<file path="src/rtl/bmem_line_arbiter.sv">
// Arbitrates the single burst-memory port between I-cache line reads and D-cache reads/writebacks,
// converting lines to/from BURST_LEN-beat bursts. Define BMEM_ARB_RR_EN for round-robin grant.
module bmem_line_arbiter #(
    parameter int  ADDR_W    = 32,
    parameter int  DATA_W    = 64,
    parameter int  BURST_LEN = 4,
    localparam int LINE_W    = DATA_W * BURST_LEN
) (
    input  logic              clk,
    input  logic              rst_n,
    input  logic [ADDR_W-1:0] i_addr,
    input  logic              i_read,
    output logic [LINE_W-1:0] i_rdata,
    output logic              i_resp,
    input  logic [ADDR_W-1:0] d_addr,
    input  logic              d_read,
    input  logic              d_write,
    input  logic [LINE_W-1:0] d_wdata,
    output logic [LINE_W-1:0] d_rdata,
    output logic              d_resp,
    output logic [ADDR_W-1:0] bmem_addr,
    output logic              bmem_read,
    output logic              bmem_write,
    output logic [DATA_W-1:0] bmem_wdata,
    input  logic [DATA_W-1:0] bmem_rdata,
    input  logic              bmem_resp
);
    localparam int OFS = $clog2(LINE_W / 8);
    localparam int CNT_W = (BURST_LEN > 1) ? $clog2(BURST_LEN) : 1;
    localparam logic [CNT_W-1:0] LAST = CNT_W'(BURST_LEN - 1);
    localparam logic [ADDR_W-1:0] ALIGN_MASK = {ADDR_W{1'b1}} << OFS;

    typedef enum logic [2:0] {IDLE, RD_ISSUE, RD_WAIT, WR_BURST, DONE} state_e;

    state_e            state, state_d;
    logic [CNT_W-1:0]  cnt, cnt_inc;
    logic              owner;          // 1 = D-cache owns the current burst
    logic [LINE_W-1:0] wline, rline, rline_d;
    logic              d_req, prefer_d, grant_d, grant_i;
    logic [ADDR_W-1:0] grant_addr;
`ifdef BMEM_ARB_RR_EN
    logic              last_owner;
`endif

    always_comb begin
        d_req = d_read | d_write;
`ifdef BMEM_ARB_RR_EN
        prefer_d = ~last_owner;
`else
        prefer_d = 1'b1;
`endif
        grant_d    = d_req && (!i_read || prefer_d);
        grant_i    = i_read && !grant_d;
        grant_addr = (grant_d ? d_addr : i_addr) & ALIGN_MASK;
        cnt_inc    = cnt + 1'b1;
        rline_d    = rline;
        rline_d[cnt*DATA_W +: DATA_W] = bmem_rdata;

        state_d = state;
        case (state)
            IDLE: begin
                // a simultaneous read+write from D is handled as a writeback
                if (grant_d && d_write)     state_d = WR_BURST;
                else if (grant_d || grant_i) state_d = RD_ISSUE;
            end
            RD_ISSUE: state_d = RD_WAIT;
            RD_WAIT:  if (bmem_resp && cnt == LAST) state_d = DONE;
            WR_BURST: if (cnt == LAST) state_d = DONE;
            DONE:     state_d = IDLE;
            default:  state_d = IDLE;
        endcase
    end

    always_ff @(posedge clk or negedge rst_n) begin
        if (!rst_n) begin
            state      <= IDLE;
            cnt        <= '0;
            owner      <= 1'b0;
            wline      <= '0;
            rline      <= '0;
            i_rdata    <= '0;
            i_resp     <= 1'b0;
            d_rdata    <= '0;
            d_resp     <= 1'b0;
            bmem_addr  <= '0;
            bmem_read  <= 1'b0;
            bmem_write <= 1'b0;
            bmem_wdata <= '0;
`ifdef BMEM_ARB_RR_EN
            last_owner <= 1'b0;
`endif
        end else begin
            state      <= state_d;
            bmem_read  <= (state_d == RD_ISSUE);
            bmem_write <= (state_d == WR_BURST);
            i_resp     <= (state_d == DONE) && !owner;
            d_resp     <= (state_d == DONE) && owner;
            case (state)
                IDLE: begin
                    if (state_d != IDLE) begin
                        owner      <= grant_d;
                        wline      <= d_wdata;
                        cnt        <= '0;
                        bmem_addr  <= grant_addr;
                        bmem_wdata <= (state_d == WR_BURST) ? d_wdata[DATA_W-1:0] : '0;
`ifdef BMEM_ARB_RR_EN
                        last_owner <= grant_d;
`endif
                    end
                end
                RD_ISSUE: bmem_addr <= '0;
                RD_WAIT: begin
                    if (bmem_resp) begin
                        rline <= rline_d;
                        cnt   <= (cnt == LAST) ? '0 : cnt_inc;
                        if (cnt == LAST) begin
                            if (owner) d_rdata <= rline_d;
                            else       i_rdata <= rline_d;
                        end
                    end
                end
                WR_BURST: begin
                    // bmem_wdata already shows beat cnt; load the following beat
                    if (cnt == LAST) begin
                        cnt        <= '0;
                        bmem_addr  <= '0;
                        bmem_wdata <= '0;
                    end else begin
                        cnt        <= cnt_inc;
                        bmem_wdata <= wline[cnt_inc*DATA_W +: DATA_W];
                    end
                end
                default: ;
            endcase
        end
    end
endmodule

</file>
<file path="config.mk">
export PLATFORM = sky130hd
export DESIGN_NAME = bmem_line_arbiter
export DESIGN_NICKNAME = d
export VERILOG_FILES = /design/src/rtl/bmem_line_arbiter.sv
export SDC_FILE = /design/constraint.sdc
export NUM_CORES = 2
export LEC_CHECK = 0
export CAP_MARGIN = 0
export CORE_AREA = 4 4 393 395
export DETAILED_ROUTE_END_ITERATION = 12
export DIE_AREA = 0 0 397 399
export PLACE_DENSITY = 0.51
export SETUP_SLACK_MARGIN = 0.05
export SLEW_MARGIN = 20
export SYNTH_ARGS = -nofsm -noshare
export SYNTH_HDL_FRONTEND = slang
export SYNTH_SLANG_ARGS = --single-unit
</file>
<file path="constraint.sdc">
create_clock -name clk -period 2.15 [get_ports clk]
set_input_delay 0.215 -clock clk [delete_from_list [all_inputs] [get_ports clk]]
set_output_delay 0.215 -clock clk [all_outputs]
set_load 0.01 [all_outputs]
</file>
## Word level (Yosys, flattened, before mapping)

Cells that the tools add are included.

| cells by class | value |
|---|---|
| add/subtract/negate cells | 2 |
| equality and inequality tests | 10 |
| shift-type cells | 3 |
| muxes and demuxes | 18 |
| bitwise gates (word level) | 2 |
| reductions and logical operators | 20 |

Operator list:

| kind | number |
|---|---|
| 256-bit bitwise mux | 1 |
| 64-bit by 34-bit variable shift with 256-bit output (first input constant) | 1 |
| 256-bit by 9-bit indexed part select with 64-bit output | 1 |
| 64-bit by 34-bit indexed part select with 256-bit output | 1 |
| 64-bit two-way mux | 3 |
| 64-bit one-hot mux with 2 select lines | 1 |
| 32-bit two-way mux | 3 |
| 32-bit one-hot mux with 3 select lines | 1 |
| 8-bit negation with 34-bit output | 1 |
| 3-bit two-way mux | 4 |
| 3-bit one-hot mux with 4 select lines | 1 |
| 3-bit by 2-bit == test with 1-bit output (second input constant) | 3 |
| 3-bit nonzero test | 3 |
| 4-bit AND reduction | 2 |
| 3-bit by 1-bit == test with 1-bit output (second input constant) | 2 |
| 2-bit two-way mux | 3 |
| 2-bit != test (second input constant) | 3 |
| 2-bit one-hot mux with 3 select lines | 1 |
| 2-bit AND reduction | 3 |
| 3-bit AND reduction | 2 |
| 1-bit logical AND | 5 |
| 3-bit == test (second input constant) | 1 |
| 3-bit zero test | 1 |
| 2-bit by 1-bit adder with 2-bit output (second input constant) | 1 |
| 6 further kinds | 7 |

| storage, ports and cells | value |
|---|---|
| flip-flop bits (word level) | 1130 |
| input bits | 390 |
| output and inout port bits | 612 |

## Depth between registers and ports, before layout

| depth | value |
|---|---|
| word-level depth | 11 |
| depth in mapped cells | 10 |

## Worst setup path after synthesis

Ideal clock, no wire load.

| path | value |
|---|---|
| path kind | register -> register |
| start point | reg cnt[0] |
| end point | reg bmem_wdata[13] |
| arrival time | 2.109 ns |
| required time | 2.023 ns |
| path slack | -0.086 ns |
| stages on the path, launching flop included | 9 |
| buffers on the path | 3 |
| clock period less this slack | 2.236 ns |
| cells stage by stage | dfrtp_1 > buf_2 > inv_1 > ha_1 > buf_2 > clkbuf_1 > mux4_2 > a221oi_1 > nor2_1 |

| on the way | value |
|---|---|
| word-level cells in the longest chain between the ends | 8 |
| elaborated cells on any way between the ends | 15 |

Ends and longest elaborated chain:

| what | line | RTL |
|---|---|---|
| start: declaration | 36 | `logic [CNT_W-1:0] cnt, cnt_inc;` |
| start signal: assignment | 115 | `cnt <= (cnt == LAST) ? '0 : cnt_inc;` |
| start signal: assignment | 129 | `cnt <= cnt_inc;` |
| parallel branches: the longest is 8 deep, another holds 2-bit by 1-bit adder with 2-bit output | -- |  |
| end signal: assignment | 105 | `bmem_wdata <= (state_d == WR_BURST) ? d_wdata[DATA_W-1:0] : '0;` |
| end signal: assignment | 130 | `bmem_wdata <= wline[cnt_inc*DATA_W +: DATA_W];` |
| end: declaration | 24 | `output logic [DATA_W-1:0] bmem_wdata,` |

Parallel ways; which one is timed is not known. The select of a mux whose other input is x is not followed.
A chain may end at the register's enable or synchronous reset.

## Worst setup path after layout

| path | value |
|---|---|
| start point | reg cnt[0] |
| end point | reg rline[83] |

| on the way | value |
|---|---|
| word-level cells in the longest chain between the ends | 3 |
| elaborated cells on any way between the ends | 4 |

Ends and longest elaborated chain:

| what | line | RTL |
|---|---|---|
| 8-bit negation with 34-bit output * | 57 | `rline_d[cnt*DATA_W +: DATA_W] = bmem_rdata;` |
| 64-bit by 34-bit indexed part select with 256-bit output / 64-bit by 34-bit variable shift with 256-bit output (equally long branches) | 57 |  |
| 256-bit bitwise mux * | 57 |  |
| end signal: assignment | 114 | `rline <= rline_d;` |
| end: declaration | 38 | `logic [LINE_W-1:0] wline, rline, rline_d;` |

Mark *: on every way between the ends. The rest lies on a longest branch, timed or not.

==> reports/qor.yml <==
floorplan:
  rows: 143
  num_io_pins: 1002
  dieHeight_um: 399
  initial_core_util_pct: 30.3
  die_w_um: 397
  die-area_um2: 158000
  core_area_um2: 151000
pwr:
  power.share.clock_pct: 22.9
  pwr-share-seq_pct: 35.8
  p_leak_nw: 28.4
  finalPower_mw: 98.1
  pwr_density_cell_nw_per_um2: 1480
  netSwitchingPower_mw: 34.0
  pwr-share-comb_pct: 41.3
  intPower_mw: 64.0
  swShare_pct: 34.7
  peakVddDrop_mv: 0.592
routing:
  via_per_inst: 4.95
  highest_layer: "met5"
  drtIter0Drc: 2124
  wl_met1_um: 75500
  wl_per_cell_um: 25.9
  drcViolationCount: 0
  met2_length_um: 89700
  dr.pass1.iters: 5
  ant_nets: 0
  met3_length_um: 15200
  drt-total-wl_um: 186000
  vias: 35500
logic_synthesis:
  ys_seq_area_share_pct: 61.5
  yosysMostFrequentCell: "dfrtp_1"
  yosys_warnings: 0
  ys.flop_type: "dfrtp_1"
  synth.cells.most_frequent: "dfrtp_1, nand2_1, o21ai_0, mux2_2, a22o_1"
  synth-edff-count: 0
  postSynthCellCount: 3910
  async_flop_share_pct: 100
  synth_area_per_cell_um2: 11.7
  ys_types: 38
  synth_top_cell_by_area: "dfrtp_1"
  ys_ff_latch: 1125
  synth.top_cell.area_share_pct: 61.5
  syn-cell-area_um2: 45700
  yosys-top-cells-area: "dfrtp_1, mux2_2, a22o_1"
final_layout:
  final_cells: 7176
  syn2layout_area_growth_pct: 44.8
  fin_util_pct: 43.8
  fin_nets: 5428
  drive_gt1_share_pct: 20.2
  fin_area_um2: 66200
timing:
  tightest_slew_ps: 950
  setup_viol: 5
  timing.final.ws_setup_ps: -5.53
  slew_violations: 0
  setup_tns_ps: -12.7
  timing.slew.headroom_pct: 36.4
  period_share_pct: 100
  hold_viol: 0
  rsz0062_at_grt: "true"
  hold_slack_ps: 68.8
  skew_ps: 37.2
  fmax_ghz: 0.464
  fin_crit_ps: 2160
min_path:
  holdCritPathClass: "in -> reg"
clocking:
  tritoncts: "yes"
  clock_latency_ps: 750
  cts.path.max_buffers: 3
  numClockSinks: 1125
  numCtsBuffers: 131
  ctsHtreeMaxLevel: 4
  clock-root-buffer: "clkbuf_16"
  clk_pin_slew_ps: 60
run:
  max-cap-violations: 0
global_routing:
  grtUsageTotal_pct: 22.3
  grt_max_degree: 84
  overflow: 0
  grt_pass1_vias: 36200
  antenna_found_initial: 41
  grt_pass1_wl_um: 260000
outcome:
  status: "complete, but fails checks"
  violations: "negative setup slack"
critical_path:
  crit_family: "buffers and inverters"
  crit_slowest_cell: "dfrtp_4"
  start_kind: "register"
  path_max_fanout: 7
  cp.required_ps: 2840
  path_cells: "clkinvlp_4, ha_4, nand2_4, nor3_4, buf_6, and2_4, buf_12, clkbuf_16, a22o_1"
  end_kind: "register"
  cpPeakStageDelay_ps: 440
  critPathBufInv: 4
  crit_type: "reg -> reg"
  crit_arrival_ps: 2850
placed_design:
  place_area_um2: 60200
  dp_slack_ps: -144
  dpl.cell_count: 6865
  hpwl_um: 134000
  gp_congestion: 0.805
  port_buffers: 986
[area by class of cell]
class,count,area (µm²)
Timing Repair Buffer,1359,14800
Sequential cell,1125,28200
Antenna cell,16,40.0
Tap cell,2030,2540
Clock buffer,192,3800
Clock inverter,38,504
Multi-Input combinational cell,2412,16400
Inverter,4,23.8
Fill cell,14200,84900
[cell families (layout without fill, tap and decap cells)]
kind of cell	Yosys count	in the layout	synth area share, %
AO/OA/AOI/OAI	1124	1124	15.3
adder cells (fa/ha/maj)	5	5	0.137
buffers and inverters	377	1593	3.95
flip-flops	1125	1125	61.5
multiplexers	349	349	10.2
other	1	21	0.00820
AND/OR/NAND/NOR	929	929	8.89
[worst reg2reg max path, delay by kind of cell (launching register included)]
family | cells | cell delay, ps
buffers and inverters | 4 | 620
DFF | 1 | 440
and+or+nand+nor | 3 | 500
adders and majority gates | 1 | 380
AOI/OAI and AO/OA | 1 | 140
[path summary, 6_finish.rpt]
| path | cells past startpoint | slack (ps) | from | end |
|---|---|---|---|---|
| min in group asynchronous | 3 | 590 | rst_n | rline[75]$_DFFE_PN0P_ |
| setup / recovery | 9 | -6 | cnt[0]$_DFFE_PN0P_ | rline[83]$_DFFE_PN0P_ |
| hold / removal | 2 | 70 | d_wdata[169] | wline[169]$_DFFE_PN0P_ |
| max in group asynchronous | 4 | 170 | rst_n | i_rdata[183]$_DFFE_PN0P_ |
| setup reg to reg | 9 | -6 | cnt[0]$_DFFE_PN0P_ | rline[83]$_DFFE_PN0P_ |
| hold reg to reg | 2 | 480 | d_rdata[33]$_DFFE_PN0P_ | d_rdata[33]$_DFFE_PN0P_ |
[layer usage]
layer	GRT usage, %	vias up
met5	0	-
met4	6.47	52
met3	7.28	278
met2	36.8	1194
met1	27.9	18000
li1	-	16000
[power groups by stage]
| stage | registers [mW] | logic (mW) | clock network, mW |
|---|---|---|---|
| 6_report | 35.1 | 40.5 | 22.4 |
| 5_1_grt | 36.0 | 43.7 | 23.8 |
| 4_1_cts | 35.1 | 40.0 | 23.0 |
| 3_5_place_dp | 35.3 | 39.1 | 0 |
| 3_3_place_gp | 35.2 | 38.7 | 0 |
| 2_1_floorplan | 35.5 | 16.7 | 0 |
[cells in the final DEF (no fill, tap or decap), types with 7 or more instances in the layout]
master,count
buf_4,203
inv_6,7
clkdlybuf4s50_1,967
mux2_2,284
a22oi_1,43
o21ai_0,234
clkinv_2,14
o21ai_1,275
a21oi_1,194
mux4_2,64
buf_6,15
clkbuf_1,33
nand2_1,569
dlygate4sd2_1,16
a22oi_2,21
a21oi_2,26
clkbuf_16,150
buf_8,7
a22o_1,256
a221oi_2,26
buf_12,120
a221oi_1,38
diode_2,16
dfrtp_1,1120
nor2b_1,192
nor2_1,134
clkbuf_8,27
[registers in the layout (all words and copies together), names as in the netlist]
register	flops
cnt	2
d_rdata	256
bmem_read	1
bmem_addr	27
bmem_wdata	64
wline	256
rline	256
i_rdata	256
bmem_write	1
state	3
i_resp	1
d_resp	1
owner	1
[repair_timing]
action / CTS / global route
endpoints found under the hold margin: 628 / 0
pin swaps: 21 / 77
buffers inserted: 16 / 22
cloned: 4 / 20
setup endpoints to repair: 615 / 582
hold buffers: 3 / 0
resized for setup: 89 / 161
Power figures use the tool's default switching activity.
